[config.mk]
export PLATFORM = sky130hd
export DESIGN_NAME = mac_tx_sched
export DESIGN_NICKNAME = d
export VERILOG_FILES = /design/src/rtl/mac_tx_sched.sv
export SDC_FILE = /design/constraint.sdc
export NUM_CORES = 1
export LEC_CHECK = 0
export CORE_ASPECT_RATIO = 1.1
export CORE_MARGIN = 2
export CORE_UTILIZATION = 30
export CTS_BUF_LIST = sky130_fd_sc_hd__clkbuf_8
export DETAILED_ROUTE_END_ITERATION = 7
export GPL_TIMING_DRIVEN = 0
export HOLD_SLACK_MARGIN = 0.05
export SYNTH_ARGS = -nofsm -noshare
export SYNTH_HDL_FRONTEND = slang
export SYNTH_SLANG_ARGS = --single-unit
[constraint.sdc]
create_clock -name clk -period 2.62 [get_ports clk]
set_input_delay 0.786 -clock clk [delete_from_list [all_inputs] [get_ports clk]]
set_output_delay 0.786 -clock clk [all_outputs]
set_load 0.02 [all_outputs]
[src/rtl/mac_tx_sched.sv]
// Two-source round-robin frame scheduler in front of mac_tx/tx_fifo.
// Streams the granted frame into tx_fifo, starts mac_tx, then holds the IFG.
module mac_tx_sched #(
  parameter int IFG_BYTES = 12,
  parameter int MAX_LEN   = 1514,
  parameter int LEN_W     = 11
) (
  input  logic             clk,
  input  logic             rst,
  input  logic             req0,
  input  logic             req1,
  output logic             gnt0,
  output logic             gnt1,
  input  logic [7:0]       src0_data,
  input  logic [7:0]       src1_data,
  input  logic             src0_valid,
  input  logic             src1_valid,
  input  logic             src0_last,
  input  logic             src1_last,
  output logic             src0_ready,
  output logic             src1_ready,
  output logic             tx_fifo_wr_en,
  output logic [7:0]       tx_fifo_wr_data,
  input  logic             tx_fifo_full,
  output logic             tx_start,
  output logic [LEN_W-1:0] tx_len,
  input  logic             tx_done,
  output logic             frame_trunc,
  output logic             busy
);

  localparam int IFG_W =
    (IFG_BYTES > 0) ? $clog2(IFG_BYTES + 1) : 1;
  localparam logic [LEN_W-1:0] MAX_CNT = LEN_W'(MAX_LEN);
  localparam logic [IFG_W-1:0] IFG_CNT = IFG_W'(IFG_BYTES);

  typedef enum logic [2:0] {
    S_IDLE,
    S_LOAD,
    S_START,
    S_WAIT,
    S_IFG
  } state_t;

  state_t           r_state;
  state_t           w_next;
  logic             r_gnt0;
  logic             r_gnt1;
  logic             r_rr_last;
  logic [LEN_W-1:0] r_byte_cnt;
  logic             r_trunc;
  logic [IFG_W-1:0] r_ifg_cnt;
  logic             r_tx_start;
  logic [LEN_W-1:0] r_tx_len;
  logic             r_frame_trunc;
  logic             r_busy;

  logic             w_any_req;
  logic             w_pick1;
  logic             w_load;
  logic             w_room;
  logic             w_sel_valid;
  logic             w_sel_last;
  logic             w_accept;
  logic             w_wr;
  logic             w_end;

  // Both requesting: the source not served last wins.
  assign w_any_req = req0 | req1;
  assign w_pick1   = req1 & (~req0 | ~r_rr_last);
  assign w_room    = r_byte_cnt < MAX_CNT;
  assign w_end     = w_accept & w_sel_last;

  // State register
  always_ff @(posedge clk or posedge rst) begin
    if (rst) r_state <= S_IDLE;
    else     r_state <= w_next;
  end

  // Next-state logic
  always_comb begin
    w_next = r_state;
    unique case (r_state)
      S_IDLE:  if (w_any_req) w_next = S_LOAD;
      S_LOAD:  if (w_end) w_next = S_START;
      S_START: w_next = S_WAIT;
      S_WAIT: begin
        if (tx_done) begin
          if (IFG_BYTES == 0) w_next = S_IDLE;
          else                w_next = S_IFG;
        end
      end
      S_IFG: begin
        if (r_ifg_cnt == IFG_W'(1)) w_next = S_IDLE;
      end
      default: w_next = S_IDLE;
    endcase
  end

  // Source handshake and fifo write path
  always_comb begin
    w_load      = r_state == S_LOAD;
    src0_ready  = r_gnt0 & w_load & ~tx_fifo_full;
    src1_ready  = r_gnt1 & w_load & ~tx_fifo_full;
    w_sel_valid = (r_gnt0 & src0_valid) |
                  (r_gnt1 & src1_valid);
    w_sel_last  = (r_gnt0 & src0_last) |
                  (r_gnt1 & src1_last);
    w_accept    = w_sel_valid & w_load &
                  ~tx_fifo_full;
    w_wr        = w_accept & w_room;
    tx_fifo_wr_en   = w_wr;
    tx_fifo_wr_data = 8'h00;
    if (r_gnt0)      tx_fifo_wr_data = src0_data;
    else if (r_gnt1) tx_fifo_wr_data = src1_data;
  end

  // Grant, byte counting, length capture and IFG timer
  always_ff @(posedge clk or posedge rst) begin
    if (rst) begin
      r_gnt0        <= 1'b0;
      r_gnt1        <= 1'b0;
      r_rr_last     <= 1'b1;
      r_byte_cnt    <= '0;
      r_trunc       <= 1'b0;
      r_ifg_cnt     <= '0;
      r_tx_start    <= 1'b0;
      r_tx_len      <= '0;
      r_frame_trunc <= 1'b0;
      r_busy        <= 1'b0;
    end else begin
      r_tx_start    <= 1'b0;
      r_frame_trunc <= 1'b0;
      r_busy        <= w_next != S_IDLE;
      unique case (r_state)
        S_IDLE: begin
          if (w_any_req) begin
            r_gnt0     <= ~w_pick1;
            r_gnt1     <= w_pick1;
            r_rr_last  <= w_pick1;
            r_byte_cnt <= '0;
            r_trunc    <= 1'b0;
          end
        end
        S_LOAD: begin
          if (w_wr) r_byte_cnt <= r_byte_cnt + LEN_W'(1);
          if (w_accept & ~w_room) r_trunc <= 1'b1;
          if (w_end) begin
            r_gnt0        <= 1'b0;
            r_gnt1        <= 1'b0;
            r_tx_start    <= 1'b1;
            r_tx_len      <= w_wr ? r_byte_cnt + LEN_W'(1)
                                  : r_byte_cnt;
            r_frame_trunc <= r_trunc | ~w_room;
          end
        end
        S_WAIT: begin
          if (tx_done) r_ifg_cnt <= IFG_CNT;
        end
        S_IFG: r_ifg_cnt <= r_ifg_cnt - IFG_W'(1);
        default: ;
      endcase
    end
  end

  assign gnt0        = r_gnt0;
  assign gnt1        = r_gnt1;
  assign tx_start    = r_tx_start;
  assign tx_len      = r_tx_len;
  assign frame_trunc = r_frame_trunc;
  assign busy        = r_busy;

endmodule

==> results of run 1 <==
sequential cells by signal, indices dropped and copies added (netlist names):
| name | flops |
|---|---|
| r_byte_cnt | 11 |
| tx_len | 11 |
| r_ifg_cnt | 4 |
| r_state | 3 |
| busy | 1 |
| frame_trunc | 1 |
| gnt0 | 1 |
| gnt1 | 1 |
| r_rr_last | 1 |
| r_trunc | 1 |
| tx_start | 1 |
logic make-up after synthesis:
logic type | Yosys count
AOI/OAI and AO/OA | 59
xor gates and xnor gates | 4
adders and majority gates | 3
buffers and inverters | 16
DFF | 36
and+or+nand+nor | 80
critical path: cells and delay by family:
| family | cells | cell delay [ns] |
|---|---|---|
| compound gates | 1 | 0.09 |
| buf+inv | 3 | 0.66 |
| simple gates | 2 | 0.34 |
power by group through the flow:
stage          registers (W)  clock network [W]  logic [W]
2_1_floorplan       0.000969                  0   0.000633
3_3_place_gp        0.000850                  0    0.00126
3_5_place_dp        0.000856                  0    0.00127
4_1_cts             0.000848           0.000377    0.00126
5_1_grt             0.000879           0.000405    0.00145
6_report            0.000847           0.000365    0.00132
per-layer routing:
metal	vias up	global-route usage	routed length (um)
met2	25	0.218	2180
met5	-	0	0
met4	0	0.0470	70
li1	863	-	-
met1	795	0.186	2070
met3	8	0.0436	176
cell usage in the layout (no fill, tap or decap), types with 3 or more instances in the layout:
master / synthesis / routed
nand3_1: 12 / 12
o21a_1: 3 / 3
a22o_1: 8 / 8
a21oi_1: 11 / 11
xor2_1: 3 / 3
dlygate4sd2_1: 0 / 8
o21ai_0: 14 / 14
inv_1: 7 / 7
nor3_1: 3 / 3
and3_1: 3 / 3
clkbuf_8: 0 / 5
ha_1: 3 / 3
buf_6: 2 / 3
buf_2: 1 / 3
nand4_1: 3 / 3
nand2_1: 22 / 22
a31oi_1: 8 / 8
nor2_1: 19 / 19
clkdlybuf4s50_1: 0 / 40
nor2b_1: 3 / 3
dfrtp_1: 35 / 35
buf_4: 0 / 9
final timing paths:
| kind | to | depth (start not counted) | slack, ns | startpoint |
|---|---|---|---|---|
| worst max-delay path | tx_fifo_wr_en | 6 | -0.04 | src0_valid |
| worst min-delay path | frame_trunc | 1 | 0.49 | r_trunc |
| worst max register to register | tx_len[9] | 9 | 0.19 | r_state[1] |
| worst min register to register | frame_trunc | 1 | 0.49 | r_trunc |
| max in group asynchronous | r_byte_cnt[9] | 2 | 1.19 | rst |
| min in group asynchronous | tx_len[1] | 2 | 0.95 | rst |
through the flow:
stage                     cells  power (W)  TNS, ns  utilization
final                       346    0.00253  -0.0422        0.433
after global routing        346    0.00273  -0.0915        0.433
after CTS                   339    0.00248   -0.115        0.425
after detailed placement    330    0.00213    -4.91        0.409
after global placement      330    0.00212    -4.32        0.409
after floorplan             198    0.00160        0            -
area by class of cell:
type                            count  share of cell area
Sequential cell                    36               0.341
Buffer                              8              0.0184
Multi-Input combinational cell    146               0.344
Clock inverter                      2             0.00331
Tap cell                           80              0.0378
Clock buffer                        5              0.0260
Timing Repair Buffer               61               0.216
Inverter                            8              0.0132
what timing repair did:
action	4_1_cts	5_1_grt
buffers inserted	2	7
pin swaps	2	1
endpoints found under the hold margin	0	0
resized for setup	23	7
endpoints found under the setup margin	11	17
hold buffers	0	0
==> impl_metrics.env, run 1 <==
export IMPL_synth_compound_area_frac=0.215
export IMPL_design_area_mm2=0.00265
export IMPL_ios=53
export IMPL_syn_inst=198
export IMPL_rows=30
export IMPL_fin_nets=295
export IMPL_rsz0062_at_grt="true"
export IMPL_antennaDiodeCount=0
export IMPL_core_area_mm2=0.00612
export IMPL_drv_slew=0
export IMPL_netlist_area_mm2=0.00188
export IMPL_drc_errors=0
export IMPL_grt_max_degree=37
export IMPL_avgSynthCellArea_um2=9.50
export IMPL_synth_seq_cells=36
export IMPL_synth_top_area_cell="dfrtp_1"
export IMPL_hold_path_class="flop to flop"
export IMPL_synth_ff_type="dfrtp_1"
export IMPL_vdd_ir_drop_max_uv=398
export IMPL_cts_buffers=5
export IMPL_pwr_share_seq=0.335
export IMPL_vias=1691
export IMPL_power_leakage_nw=1.12
export IMPL_synth_top_cells_by_area="dfrtp_1, nand2_1, nor2_1, a22o_1, o21ai_0"
export IMPL_yosysWarnings=0
export IMPL_cp_required_ns=1.83
export IMPL_cts_sinks=36
export IMPL_cts_max_path_buffers=2
export IMPL_wl_per_cell_um=13.0
export IMPL_path_clk_slew_ns=0.06
export IMPL_start_util=0.308
export IMPL_fin_hold_ws_ns=0.495
export IMPL_maxCapViolations=0
export IMPL_grt_pass1_wl_mm=7.53
export IMPL_synth_adder_area_share=0.0199
export IMPL_worst_setup_path_type="primary input to output pin"
export IMPL_synth_yosys_seq_area_share=0.479
export IMPL_violations="setup timing"
export IMPL_dieArea_mm2=0.00692
export IMPL_finalCriticalPeriod_ns=2.66
export IMPL_yosys_area_top_type_share=0.465
export IMPL_setup_viol=1
export IMPL_crit_path_top_delay_cell="clkdlybuf4s50_1"
export IMPL_synth_nets=227
export IMPL_antenna_found_initial=0
export IMPL_via_per_inst=4.89
export IMPL_gp_congestion=0.778
export IMPL_swShare=0.397
export IMPL_power_switching_w=0.00100
export IMPL_cts_root_buf="clkbuf_8"
export IMPL_grt_usage=0.141
export IMPL_clkPwrFrac=0.144
export IMPL_synthDistinctLibCells=45
export IMPL_crit_path_cell_trace="clkdlybuf4s50_1 > a22oi_2 > nor3_4 > nand3_4 > clkinv_4 > buf_6"
export IMPL_dp_hpwl_mm=3.21
export IMPL_fillers=592
export IMPL_firstDrtPassIters=4
export IMPL_cpPeakStageDelay_ns=0.47
export IMPL_cts_tree="done"
export IMPL_p_comb_frac=0.521
export IMPL_routed_wl_mm=4.49
export IMPL_grt_pass1_vias=1567
export IMPL_worst_pin_slew_ns=0.772
export IMPL_fin_crit_sh=1.02
export IMPL_skew_ns=0.00841
export IMPL_drtAntennaViolNets=0
export IMPL_intPower_w=0.00152
export IMPL_seq_area_um2=902
export IMPL_dp_slack_ns=-0.778
export IMPL_setup_worst_path_end_class="output pin"
export IMPL_timing_final_ws_setup_ns=-0.0422
export IMPL_multiInputGateArea_um2=911
export IMPL_drt_iter0_markers=131
export IMPL_synth_edf_count=0
export IMPL_die_x_um=79.5
export IMPL_slew_headroom=0.482
export IMPL_port_buffers=52
export IMPL_yosys_mux_area_fraction=0
export IMPL_syn2layout_area_growth_pct=40.6
export IMPL_dpl_cell_area_mm2=0.00250
export IMPL_power_density_mw_per_mm2=955
export IMPL_synth_top_family_by_area="simple AND/OR/NAND/NOR gates"
export IMPL_synth_most_common_cell="dfrtp_1"
export IMPL_status="finished with violations"
export IMPL_fp_dieH_um=87.1
export IMPL_layout_drive_gt1_share=0.128
export IMPL_cp_max_fo=3
export IMPL_synthArstFlopShare=1.00
export IMPL_arrival_ns=1.88
export IMPL_synth_simple_area_share=0.227
export IMPL_overflow=0
export IMPL_htreeDepth=2
export IMPL_start_kind="primary input"
export IMPL_yosys_top_cells_count="dfrtp_1, nand2_1, nor2_1"
export IMPL_clkLatencyLatePin_ns=0.28
export IMPL_fmax_mhz=376
export IMPL_synth_xor_area_share=0.0186
export IMPL_hold_viol=0
(Power assumes the default switching activity.)
==> inputs of run 2 (changes only) <==
--- a/config.mk
+++ b/config.mk
@@ -7,11 +7,13 @@
 export LEC_CHECK = 0
 export CORE_ASPECT_RATIO = 1.1
 export CORE_MARGIN = 2
-export CORE_UTILIZATION = 30
+export CORE_UTILIZATION = 45
 export CTS_BUF_LIST = sky130_fd_sc_hd__clkbuf_8
 export DETAILED_ROUTE_END_ITERATION = 7
 export GPL_TIMING_DRIVEN = 0
 export HOLD_SLACK_MARGIN = 0.05
+export MAX_ROUTING_LAYER = met4
+export PLACE_DENSITY = 0.76
 export SYNTH_ARGS = -nofsm -noshare
 export SYNTH_HDL_FRONTEND = slang
 export SYNTH_SLANG_ARGS = --single-unit
==> impl_metrics.env, run 2 (same netlist as run 1, synthesis figures left out) <==
export IMPL_met1_usage=0.274
export IMPL_clkPwrFrac=0.200
export IMPL_grt_max_degree=37
export IMPL_antennaDiodeCount=0
export IMPL_cp_required_ns=1.83
export IMPL_cp_max_fo=2
export IMPL_drtAntennaViolNets=0
export IMPL_fillers=333
export IMPL_timing_final_ws_setup_ns=-0.0564
export IMPL_drc_errors=0
export IMPL_core_area_mm2=0.00399
export IMPL_hp_start="r_trunc"
export IMPL_seq_area_um2=902
export IMPL_status="finished with violations"
export IMPL_hold_path_class="flop to flop"
export IMPL_intPower_w=0.00166
export IMPL_drv_slew=0
export IMPL_grt_usage=0.210
export IMPL_htreeDepth=2
export IMPL_ios=53
export IMPL_port_buffers=52
export IMPL_holdPathStages=1
export IMPL_multiInputGateArea_um2=908
export IMPL_wl_per_cell_um=14.1
export IMPL_layout_drive_gt1_share=0.124
export IMPL_overflow=0
export IMPL_worst_setup_path_type="primary input to output pin"
export IMPL_hold_path_endpoint="frame_trunc"
export IMPL_drt_iter0_markers=130
export IMPL_fin_crit_sh=1.02
export IMPL_fmax_mhz=374
export IMPL_vdd_ir_drop_max_uv=646
export IMPL_antenna_found_initial=0
export IMPL_rows=24
export IMPL_worst_pin_slew_ns=0.750
export IMPL_gp_congestion=0.796
export IMPL_slew_headroom=0.497
export IMPL_met2_usage=0.315
export IMPL_final_common_cell="clkdlybuf4s50_1"
export IMPL_cts_buffers=5
export IMPL_cts_root_buf="clkbuf_8"
export IMPL_swShare=0.382
export IMPL_grtUsageMet3=0.0549
export IMPL_die_x_um=65.7
export IMPL_finalCriticalPeriod_ns=2.68
export IMPL_power_switching_w=0.00103
export IMPL_start_util=0.471
export IMPL_skew_ns=0.00669
export IMPL_cts_sinks=36
export IMPL_vias=1719
export IMPL_dieArea_mm2=0.00472
export IMPL_rsz0062_at_grt="true"
export IMPL_grt_pass1_wl_mm=7.28
export IMPL_total_power_w=0.00268
export IMPL_cts_max_path_buffers=2
export IMPL_p_comb_frac=0.484
export IMPL_pwr_share_seq=0.316
export IMPL_hold_viol=0
export IMPL_r2r_start="r_state[1]"
export IMPL_setup_worst_path_end_class="output pin"
export IMPL_dp_hpwl_mm=3.08
export IMPL_r2r_end="tx_len[9]"
export IMPL_fp_dieH_um=71.8
export IMPL_layout_cells_most_common_list="clkdlybuf4s50_1, dfrtp_1, nand2_1"
export IMPL_power_density_mw_per_mm2=1010
export IMPL_fin_nets=294
export IMPL_start_kind="primary input"
export IMPL_maxCapViolations=0
export IMPL_violations="setup timing"
export IMPL_syn2layout_area_growth_pct=40.8
export IMPL_routed_wl_mm=4.50
export IMPL_clkLatencyLatePin_ns=0.30
export IMPL_grt_pass1_vias=1508
export IMPL_power_leakage_nw=1.15
export IMPL_reg2regPathDepth=9
export IMPL_busiest_layer="met2"
export IMPL_path_clk_slew_ns=0.07
export IMPL_via_per_inst=5.41
export IMPL_firstDrtPassIters=5
export IMPL_tns_ns=-0.0564
export IMPL_cts_tree="done"
export IMPL_reg2reg_slack_ns=0.15
export IMPL_arrival_ns=1.89
export IMPL_setup_viol=1
==> run 2: cell types whose count changed in the layout (fill, tap and decap cells not counted) <==
| cell | previous run | this run |
|---|---|---|
| clkbuf_8 | 5 | 7 |
| buf_1 | 1 | 2 |
| buf_4 | 9 | 8 |
| bufinv_16 | 0 | 1 |
| clkbuf_2 | 2 | 1 |
| clkdlybuf4s50_1 | 40 | 39 |
| clkinv_2 | 1 | 0 |
| clkinv_4 | 1 | 0 |
| dlymetal6s2s_1 | 1 | 2 |
| inv_1 | 7 | 6 |
| inv_4 | 0 | 1 |
| or3b_1 | 0 | 1 |
| or3b_4 | 1 | 0 |
==> run 2: how the worst max path moves through the flow <==
stage | from | endpoint | slack (ns) | cells past startpoint
6_report | src1_valid | tx_fifo_wr_en | -0.06 | 6
5_1_grt | r_state[1] | tx_fifo_wr_en | -0.09 | 7
4_1_cts | src0_valid | tx_fifo_wr_en | -0.12 | 6
3_5_place_dp | src0_valid | tx_fifo_wr_en | -0.78 | 6
3_3_place_gp | src0_valid | tx_fifo_wr_en | -0.76 | 6
2_1_floorplan | r_state[1] | tx_fifo_wr_en | 0.25 | 6
==> run 2: stage by stage <==
| step | cell area, um^2 | util | hold WS (ns) | setup slack, ns | std cells |
|---|---|---|---|---|---|
| global route | 2650 | 0.663 | 0.531 | -0.0890 | 318 |
| global placement | 2470 | 0.618 | 0.475 | -0.757 | 302 |
| CTS | 2590 | 0.649 | 0.502 | -0.124 | 312 |
| floorplan | 1880 | - | 0.463 | 0.246 | 198 |
| detailed placement | 2470 | 0.618 | 0.486 | -0.776 | 302 |
| finish | 2650 | 0.663 | 0.494 | -0.0564 | 318 |
==> run 2: layer usage <==
metal,vias to the layer above,wire length (um)
met5,-,0
met4,0,70
met3,7,245
met2,40,2180
met1,809,2000
li1,863,-
==> run 2: critical path: stages <==
cell and delay (ns):
clkdlybuf4s50_1 0.48, a22oi_2 0.08, nor3_4 0.25, nand3_4 0.12, inv_4 0.07, buf_6 0.11
==> run 2: timing repair <==
| item | in CTS | in global routing |
|---|---|---|
| resized for setup | 24 | 4 |
| setup endpoints to repair | 11 | 1 |
| gates cloned | 0 | 0 |
| hold buffers | 0 | 0 |
| pin swaps | 3 | 2 |
| setup buffers | 2 | 6 |
==> run 2: power by group through the flow <==
stage	combinational (W)	sequential [W]	clock [W]
detailed placement	0.00127	0.000853	0
global placement	0.00125	0.000848	0
global route	0.00141	0.000874	0.000572
finish	0.00130	0.000848	0.000538
CTS	0.00124	0.000845	0.000548
floorplan	0.000633	0.000969	0
==> run 2: final cells by class <==
class | instances | area share
multi-input cells | 146 | 0.343
plain buffers | 8 | 0.0179
clock buffers | 7 | 0.0364
flip-flops and latches | 36 | 0.341
inverters | 8 | 0.0123
repair buffers | 60 | 0.214
clock inverters | 1 | 0.0113
well taps | 52 | 0.0246
